### config.mk
export PLATFORM = sky130hd
export DESIGN_NAME = tx_mac_arbiter
export DESIGN_NICKNAME = d
export VERILOG_FILES = /design/src/rtl/tx_mac_arb_pkg.sv /design/src/rtl/rr_arbiter.sv /design/src/rtl/tx_mac_arbiter.sv
export SDC_FILE = /design/constraint.sdc
export NUM_CORES = 1
export LEC_CHECK = 0
export CORE_AREA = 3 3 56 58
export CTS_CLUSTER_DIAMETER = 40
export DETAILED_ROUTE_END_ITERATION = 10
export DIE_AREA = 0 0 59 61
export PLACE_DENSITY = 0.65
export SLEW_MARGIN = 25
export SYNTH_ARGS = -nofsm -noshare
export SYNTH_HDL_FRONTEND = slang
export SYNTH_SLANG_ARGS = --single-unit
### constraint.sdc
create_clock -name clk -period 2.1 [get_ports clk]
set_input_delay 0.42 -clock clk [delete_from_list [all_inputs] [get_ports clk]]
set_output_delay 0.42 -clock clk [all_outputs]
set_load 0.005 [all_outputs]
### src/rtl/tx_mac_arb_pkg.sv
// Shared types, constants and the round-robin selection function for the TX MAC arbiter.
package tx_mac_arb_pkg;

  typedef enum logic [2:0] {
    IDLE  = 3'd0,
    GRANT = 3'd1,
    ABORT = 3'd2,
    DRAIN = 3'd3,
    GAP   = 3'd4
  } arb_state_t;

  localparam logic [7:0] ABORT_BYTE = 8'h00;

  // Requests are zero-extended to 8, so wrapping mod 8 matches wrapping mod NUM_SRC.
  function automatic logic [2:0] rr_select(input logic [7:0] req, input logic [2:0] ptr);
    logic [2:0] idx;
    logic       found;
    rr_select = ptr;
    found     = 1'b0;
    for (int i = 0; i < 8; i++) begin
      idx = ptr + 3'(i);
      if (!found && req[idx]) begin
        rr_select = idx;
        found     = 1'b1;
      end else begin
        found = found;
      end
    end
  endfunction

endpackage

### src/rtl/rr_arbiter.sv
// Combinational next-winner selector; TX_ARB_STRICT_PRIO_EN switches it to fixed lowest-index priority.
module rr_arbiter
  import tx_mac_arb_pkg::*;
#(
  parameter int NUM_SRC = 2
) (
  input  logic [NUM_SRC-1:0]         req,
  input  logic [$clog2(NUM_SRC)-1:0] ptr,
  output logic [$clog2(NUM_SRC)-1:0] winner
);

  localparam int IW = $clog2(NUM_SRC);

  logic [7:0] req_ext_s;
  logic [2:0] ptr_ext_s;

  assign req_ext_s = 8'(req);
  assign ptr_ext_s = 3'(ptr);

`ifdef TX_ARB_STRICT_PRIO_EN
  logic unused_ptr_s;
  assign unused_ptr_s = ^ptr_ext_s;
  assign winner       = IW'(rr_select(req_ext_s, 3'd0));
`else
  assign winner       = IW'(rr_select(req_ext_s, ptr_ext_s));
`endif

endmodule

### src/rtl/tx_mac_arbiter.sv
// Packet-granular arbiter feeding one TX MAC AXI-Stream from NUM_SRC sources, with IFG and stall abort.
// TX_ARB_STRICT_PRIO_EN selects fixed priority instead of round-robin (no rr pointer then).
module tx_mac_arbiter
  import tx_mac_arb_pkg::*;
#(
  parameter int NUM_SRC        = 2,
  parameter int IFG_CYCLES     = 12,
  parameter int TIMEOUT_CYCLES = 64
) (
  input  logic                         clk,
  input  logic                         reset_n,
  input  logic [8*NUM_SRC-1:0]         s_axis_tdata,
  input  logic [NUM_SRC-1:0]           s_axis_tvalid,
  input  logic [NUM_SRC-1:0]           s_axis_tlast,
  output logic [NUM_SRC-1:0]           s_axis_tready,
  output logic [7:0]                   m_tx_axis_tdata,
  output logic                         m_tx_axis_tvalid,
  output logic                         m_tx_axis_tlast,
  output logic                         m_tx_axis_tuser,
  input  logic                         m_tx_axis_trdy,
  output logic [$clog2(NUM_SRC)-1:0]   grant_idx,
  output logic                         busy
);

  localparam int IW = $clog2(NUM_SRC);
  localparam int GW = (IFG_CYCLES > 1) ? $clog2(IFG_CYCLES) : 1;
  localparam int SW = $clog2(TIMEOUT_CYCLES);
  localparam logic [GW-1:0] GAP_LOAD  = GW'((IFG_CYCLES > 0) ? IFG_CYCLES - 1 : 0);
  localparam logic [SW-1:0] STALL_MAX = SW'(TIMEOUT_CYCLES - 1);
  localparam arb_state_t    END_STATE = (IFG_CYCLES > 0) ? GAP : IDLE;

  arb_state_t    state_r, state_nxt_s;
  logic [IW-1:0] grant_r, grant_nxt_s;
  logic [SW-1:0] stall_r, stall_nxt_s;
  logic [GW-1:0] gap_r, gap_nxt_s;
  logic [IW-1:0] ptr_s, winner_s;
  logic          frame_done_s;
  logic [7:0]    src_data_s;
  logic          src_valid_s, src_last_s;

  assign src_data_s  = s_axis_tdata[int'(grant_r)*8 +: 8];
  assign src_valid_s = s_axis_tvalid[grant_r];
  assign src_last_s  = s_axis_tlast[grant_r];

`ifdef TX_ARB_STRICT_PRIO_EN
  logic unused_done_s;
  assign unused_done_s = frame_done_s;
  assign ptr_s         = {IW{1'b0}};
`else
  localparam logic [IW-1:0] LAST_SRC = IW'(NUM_SRC - 1);
  logic [IW-1:0] rr_r;
  assign ptr_s = rr_r;

  // Round-robin pointer: points just past the source whose frame last completed.
  always_ff @(posedge clk) begin
    if (!reset_n) begin
      rr_r <= {IW{1'b0}};
    end else if (frame_done_s) begin
      rr_r <= (grant_r == LAST_SRC) ? {IW{1'b0}} : grant_r + IW'(1);
    end else begin
      rr_r <= rr_r;
    end
  end
`endif

  rr_arbiter #(
    .NUM_SRC (NUM_SRC)
  ) u_rr_arbiter (
    .req    (s_axis_tvalid),
    .ptr    (ptr_s),
    .winner (winner_s)
  );

  // FSM and counter registers.
  always_ff @(posedge clk) begin
    if (!reset_n) begin
      state_r <= IDLE;
      grant_r <= {IW{1'b0}};
      stall_r <= {SW{1'b0}};
      gap_r   <= {GW{1'b0}};
    end else begin
      state_r <= state_nxt_s;
      grant_r <= grant_nxt_s;
      stall_r <= stall_nxt_s;
      gap_r   <= gap_nxt_s;
    end
  end

  // Next-state, counters and the stream multiplexer; GRANT is a zero-latency passthrough.
  always_comb begin
    state_nxt_s      = state_r;
    grant_nxt_s      = grant_r;
    stall_nxt_s      = {SW{1'b0}};
    gap_nxt_s        = gap_r;
    frame_done_s     = 1'b0;
    m_tx_axis_tdata  = 8'h00;
    m_tx_axis_tvalid = 1'b0;
    m_tx_axis_tlast  = 1'b0;
    m_tx_axis_tuser  = 1'b0;
    s_axis_tready    = {NUM_SRC{1'b0}};
    case (state_r)
      IDLE: begin
        if (|s_axis_tvalid) begin
          grant_nxt_s = winner_s;
          state_nxt_s = GRANT;
        end else begin
          state_nxt_s = IDLE;
        end
      end
      GRANT: begin
        m_tx_axis_tdata          = src_data_s;
        m_tx_axis_tvalid         = src_valid_s;
        m_tx_axis_tlast          = src_last_s;
        s_axis_tready[grant_r]   = m_tx_axis_trdy;
        // Stall counting looks only at tvalid so paced trdy never causes an abort.
        if (src_valid_s) begin
          if (m_tx_axis_trdy && src_last_s) begin
            frame_done_s = 1'b1;
            gap_nxt_s    = GAP_LOAD;
            state_nxt_s  = END_STATE;
          end else begin
            state_nxt_s  = GRANT;
          end
        end else if (stall_r == STALL_MAX) begin
          state_nxt_s = ABORT;
        end else begin
          stall_nxt_s = stall_r + SW'(1);
        end
      end
      ABORT: begin
        m_tx_axis_tdata  = ABORT_BYTE;
        m_tx_axis_tvalid = 1'b1;
        m_tx_axis_tlast  = 1'b1;
        m_tx_axis_tuser  = 1'b1;
        if (m_tx_axis_trdy) begin
          state_nxt_s = DRAIN;
        end else begin
          state_nxt_s = ABORT;
        end
      end
      DRAIN: begin
        s_axis_tready[grant_r] = 1'b1;
        if (src_valid_s && src_last_s) begin
          frame_done_s = 1'b1;
          gap_nxt_s    = GAP_LOAD;
          state_nxt_s  = END_STATE;
        end else begin
          state_nxt_s  = DRAIN;
        end
      end
      GAP: begin
        if (gap_r == {GW{1'b0}}) begin
          state_nxt_s = IDLE;
        end else begin
          gap_nxt_s   = gap_r - GW'(1);
        end
      end
      default: begin
        state_nxt_s = IDLE;
      end
    endcase
  end

  assign grant_idx = grant_r;
  assign busy      = (state_r != IDLE);

endmodule

* Word level (Yosys, flattened, before mapping) *
Cells that the tools add are included.

word-level totals
  bits in registers = 15
  logic and storage cells = 125
  input port bits = 23

cells by class
  shifts and indexed selects = 1
  order comparisons = 10
  add/subtract/negate cells = 10
  muxes and demuxes = 59
  eq/ne operators = 11
  reductions and logical operators = 26
  bitwise logic cells = 3

operator list
  kind                   count
  $mux W1                35
  $lt A3 B4 Y1 const B   6
  $bmux W1 S3            7
  $mux W4                4
  $shiftx A16 B5 Y8      1
  $mux W3                5
  $pmux W3 S5            1
  $pmux W4 S3            1
  $logic_and A1 B1 Y1    10
  $ne A2 B2 Y1 const B   5
  $mux W8                1
  $logic_not A1 Y1       7
  $add A1 B2 Y3 const B  2
  $add A1 B3 Y3 const B  2
  $add A6 B1 Y6 const B  1
  $eq A3 B2 Y1 const B   2
  $eq A6 B6 Y1 const B   1
  $pmux W1 S2            3
  $reduce_bool A3 Y1     2
  $reduce_and A5 Y1      1
  $logic_not A4 Y1       1
  $lt A1 B4 Y1 const B   1
  $lt A2 B4 Y1 const B   1
  $pmux W2 S2            1
  17 further kinds       19

* Longest topological paths before layout *
Gate-level depths: netlist (run 1).

  depth after elaboration = 24
  gate-level depth with buffers = 6

* Hierarchy *
From an unflattened synthesis (run 1), not the netlist that was laid out.

unflattened totals
  cell total of the unflattened synthesis = 110
  area total of the unflattened synthesis = 945.9 sq um

modules (own cells, without submodules)
  module          cells each  times used  area an instance (sq um)
  tx_mac_arbiter  107         1           933.4
  rr_arbiter      3           1           12.5

* Least setup slack after synthesis (run 1) *
Ideal clock, no wire load.

  path type = register -> output
  from = register state_r[1]
  to = output m_tx_axis_tlast
  stages on the path, launching flop included = 5
  slack = 0.478 ns
  arrival time = 1.202 ns
  cell sequence = dfxtp_1 > buf_6 > or3b_4 > clkbuf_1 > o21ai_0

between the ends
  word-level cells in the longest chain between the ends = 2
  elaborated cells between the ends (all ways) = 3
  classes of those cells = eq/ne: 2; mux: 1

RTL lines
  item                                          line                   RTL
  start: declaration                            tx_mac_arbiter.sv:32   arb_state_t state_r, state_nxt_s;
  start signal: assignment                      tx_mac_arbiter.sv:82   state_r <= state_nxt_s;
  $eq A3 B2 Y1 or $eq A3 B1 Y1 (tied branches)  tx_mac_arbiter.sv:101  case (state_r)
  $pmux W1 S2 (*)                               tx_mac_arbiter.sv:101
  end: declaration                              tx_mac_arbiter.sv:18   output logic m_tx_axis_tlast,

Mark *: on every way between the ends. The rest lies on a longest branch, timed or not.

* Final worst setup path (run 1) *
  from = register state_r[0]
  to = output m_tx_axis_tuser

between the ends
  word-level cells in the longest chain between the ends = 2

RTL lines
  item              line                   RTL
  $eq A3 B2 Y1      tx_mac_arbiter.sv:101
  $mux W1           tx_mac_arbiter.sv:101
  end: declaration  tx_mac_arbiter.sv:19   output logic m_tx_axis_tuser,

Every way passes these cells.

==> impl_metrics.yaml, run 1 <==
sta:
  tns_ps: 0
  fmax_mhz: 497
  tightest_slew_ps: 319
  worst_slack_ps: 89.3
  final-setup-viol-count: 0
  rsz0062_at_grt: "no"
  clock_skew_ps: 2.11
  period_share: 0.957
  final_max_slew_viol_count: 0
  relSlewSlack: 0.786
  hold_violations: 0
  min_period_ps: 2010
place:
  port_buffers: 37
  dp_hpwl_mm: 2.03
  placed_cell_area_mm2: 0.00141
  post-place-ws_ps: -130
  place.gp.congestion: 0.795
clocking:
  cts.sinks: 15
  cts.htree.levels: 1
  clockBufferDepth: 2
  cts_buffers: 3
  clk_pin_slew_worst_paths_ps: 90
  cts-root-buf: "clkbuf_4"
  clock_latency_ps: 280
  cts_tree: "yes"
  cts_hold_buffers: 0
global_routing:
  busiest_layer: "met2"
  gr-usage-met2: 0.292
  met3_usage: 0.0468
  antenna_found_initial: 0
  grt_pass1_vias: 1045
  grt_first_pass_wirelength_mm: 4.40
  use_met1: 0.182
  grtUsageTotal: 0.159
  grt_max_degree: 11
  grt_overflow: 0
synthesis:
  synth_nets: 139
  synth.avg_cell_area_um2: 8.13
  synth_edf_count: 0
  yosys.area.top_type: "dfxtp_1"
  yosys-top-cells-area: "dfxtp_1 33%, mux2i_1 9.8%, nor2_1 9.0%, ha_1 4.1%, xnor2_1 3.8%"
  yosysTopAreaCellShare: 0.327
  synthFlopType: "dfxtp_1"
  synthCells: 113
  ys_types: 34
  ys_seq_area_frac: 0.327
  async_flop_share: 0
  yosysMostFrequentCell: "nor2_1"
  syn-cell-area_um2: 918
  synth_commonest_cells: "22 x nor2_1, 15 x dfxtp_1, 9 x mux2i_1"
  synth_seq_cells: 15
  ys_warn_count: 0
floorplanning:
  dieArea_mm2: 0.00360
  die_w_um: 59
  io_pins: 38
  row_count: 19
  dieHeight_um: 61
  initial_core_util: 0.339
  fp.coreArea_mm2: 0.00271
route:
  wl_mm: 2.65
  routed_via_density: 5.19
  avgRoutedWirePerCell_um: 13.4
  ant_nets: 0
  num_vias: 1027
  drt_iter0_drc: 21
  dr.pass1.iters: 4
  drc: 0
worst_setup_path:
  critPathCapture: "m_tx_axis_tuser"
  slowest_delay_ps: 490
  reg2reg_to: "state_r[1]"
  cp_top_family: "buffers and inverters"
  cp-end-kind: "output port"
  worst-path-buf-inv: 3
  crit_chain: "buf_4 > nor2_1 > nand2_1 > inv_1 > clkdlybuf4s50_1"
  cp.arrival_ps: 1590
  cp.depth: 5
  critPathSlowestCell: "clkdlybuf4s50_1"
  startpoint: "state_r[0]"
  rrSetupSlack_ps: 320
  crit_path_start_kind: "register"
  reg2reg_depth: 5
  regToRegStartpoint: "state_r[1]"
  crit_type: "register to output port"
  critPathRequiredTime_ps: 1680
  critPathMaxFanout: 5
power_and_ir_drop:
  ir_drop_v: 0.000437
  p_leak_nw: 0.619
  p_per_area_mw_per_mm2: 528
final_layout:
  area_growth_pct: 58.9
  design_area_mm2: 0.00146
  regArea_um2: 304
  layout.nets: 194
  diodes: 0
  num-fill-cells: 272
  multi_input_area_um2: 594
  drive_above_1_share: 0.204
min_path:
  hold_depth: 1
  worstHoldPathType: "register to register"
flow_run:
  drv_cap: 0
outcome:
  status: "complete, no violations"
-- where the power goes --
part / internal [mW] / leakage [nW] / switching, mW
logic: 0.167 / 0.478 / 0.126
registers: 0.298 / 0.123 / 0.0106
clock network: 0.0708 / 0.0177 / 0.0981
-- flip-flops by register name, indices dropped and copies added, names as in the netlist --
| name | cells |
|---|---|
| grant_idx | 1 |
| stall_r | 6 |
| state_r | 3 |
| ptr_s | 1 |
| gap_r | 4 |
-- cell usage in the layout (no fill, tap or decap), drive strengths merged, types with 5 or more instances in the layout --
cell type and count:
buf 16, clkbuf 5, clkdlybuf4s50 25, dfxtp 15, dlygate4sd2 10, inv 7
mux2i 9, nand2 7, nand3 6, nor2 22, nor3 6
-- layout make-up --
type / instances / share of cell area
Clock buffer: 3 / 0.0154
Clock inverter: 1 / 0.00343
Inverter: 7 / 0.0180
Multi-Input combinational cell: 88 / 0.407
Sequential cell: 15 / 0.208
Tap cell: 31 / 0.0266
Timing Repair Buffer: 53 / 0.321
-- worst min-delay path by stage --
| stage | start | endpoint |
|---|---|---|
| floorplan | stall_r[0] | stall_r[0] |
| global placement | stall_r[0] | stall_r[0] |
| detailed placement | stall_r[0] | stall_r[0] |
| CTS | stall_r[0] | stall_r[0] |
| global route | stall_r[0] | stall_r[0] |
| finish | stall_r[0] | stall_r[0] |
-- metal layers --
metal	wire, µm	vias to the layer above
met4	7	0
li1	-	509
met2	1330	40
met3	170	2
met1	1140	476
met5	0	-
-- kinds of logic (layout without fill, tap and decap cells) --
family | count (synthesis) | count (layout) | share of synthesized area
AND/OR/NAND/NOR | 53 | 54 | 0.285
flip-flops | 15 | 15 | 0.327
adder cells (fa/ha/maj) | 3 | 3 | 0.0409
AO/OA/AOI/OAI | 16 | 16 | 0.138
buffers and inverters | 11 | 64 | 0.0545
XOR/XNOR | 6 | 6 | 0.0572
multiplexers | 9 | 9 | 0.0981
-- what timing repair did --
action	4_1_cts	5_1_grt
pin swaps	1	0
buffers inserted	2	0
gates cloned	1	0
hold endpoints to repair	0	0
setup endpoints to repair	12	3
resized for setup	19	5
-- metrics by stage --
step                      power (mW)  hold slack, ps  cells   util
after global routing           0.824             492    198  0.538
final                          0.771             460    198  0.538
after CTS                      0.777             472    198  0.539
after global placement         0.597             432    191  0.520
after floorplan                0.436             418    113      -
after detailed placement       0.602             458    191  0.520
No activity file was read; power rests on OpenSTA's default activity.
==> inputs of run 2 (changes only) <==
--- a/config.mk
+++ b/config.mk
@@ -5,12 +5,12 @@
 export SDC_FILE = /design/constraint.sdc
 export NUM_CORES = 1
 export LEC_CHECK = 0
+export ABC_CLOCK_PERIOD_IN_PS = 2100
 export CORE_AREA = 3 3 56 58
 export CTS_CLUSTER_DIAMETER = 40
 export DETAILED_ROUTE_END_ITERATION = 10
 export DIE_AREA = 0 0 59 61
 export PLACE_DENSITY = 0.65
-export SLEW_MARGIN = 25
 export SYNTH_ARGS = -nofsm -noshare
 export SYNTH_HDL_FRONTEND = slang
 export SYNTH_SLANG_ARGS = --single-unit
==> results of run 2 <==
Final layout, timing and power as in run 1 (identical DEF).
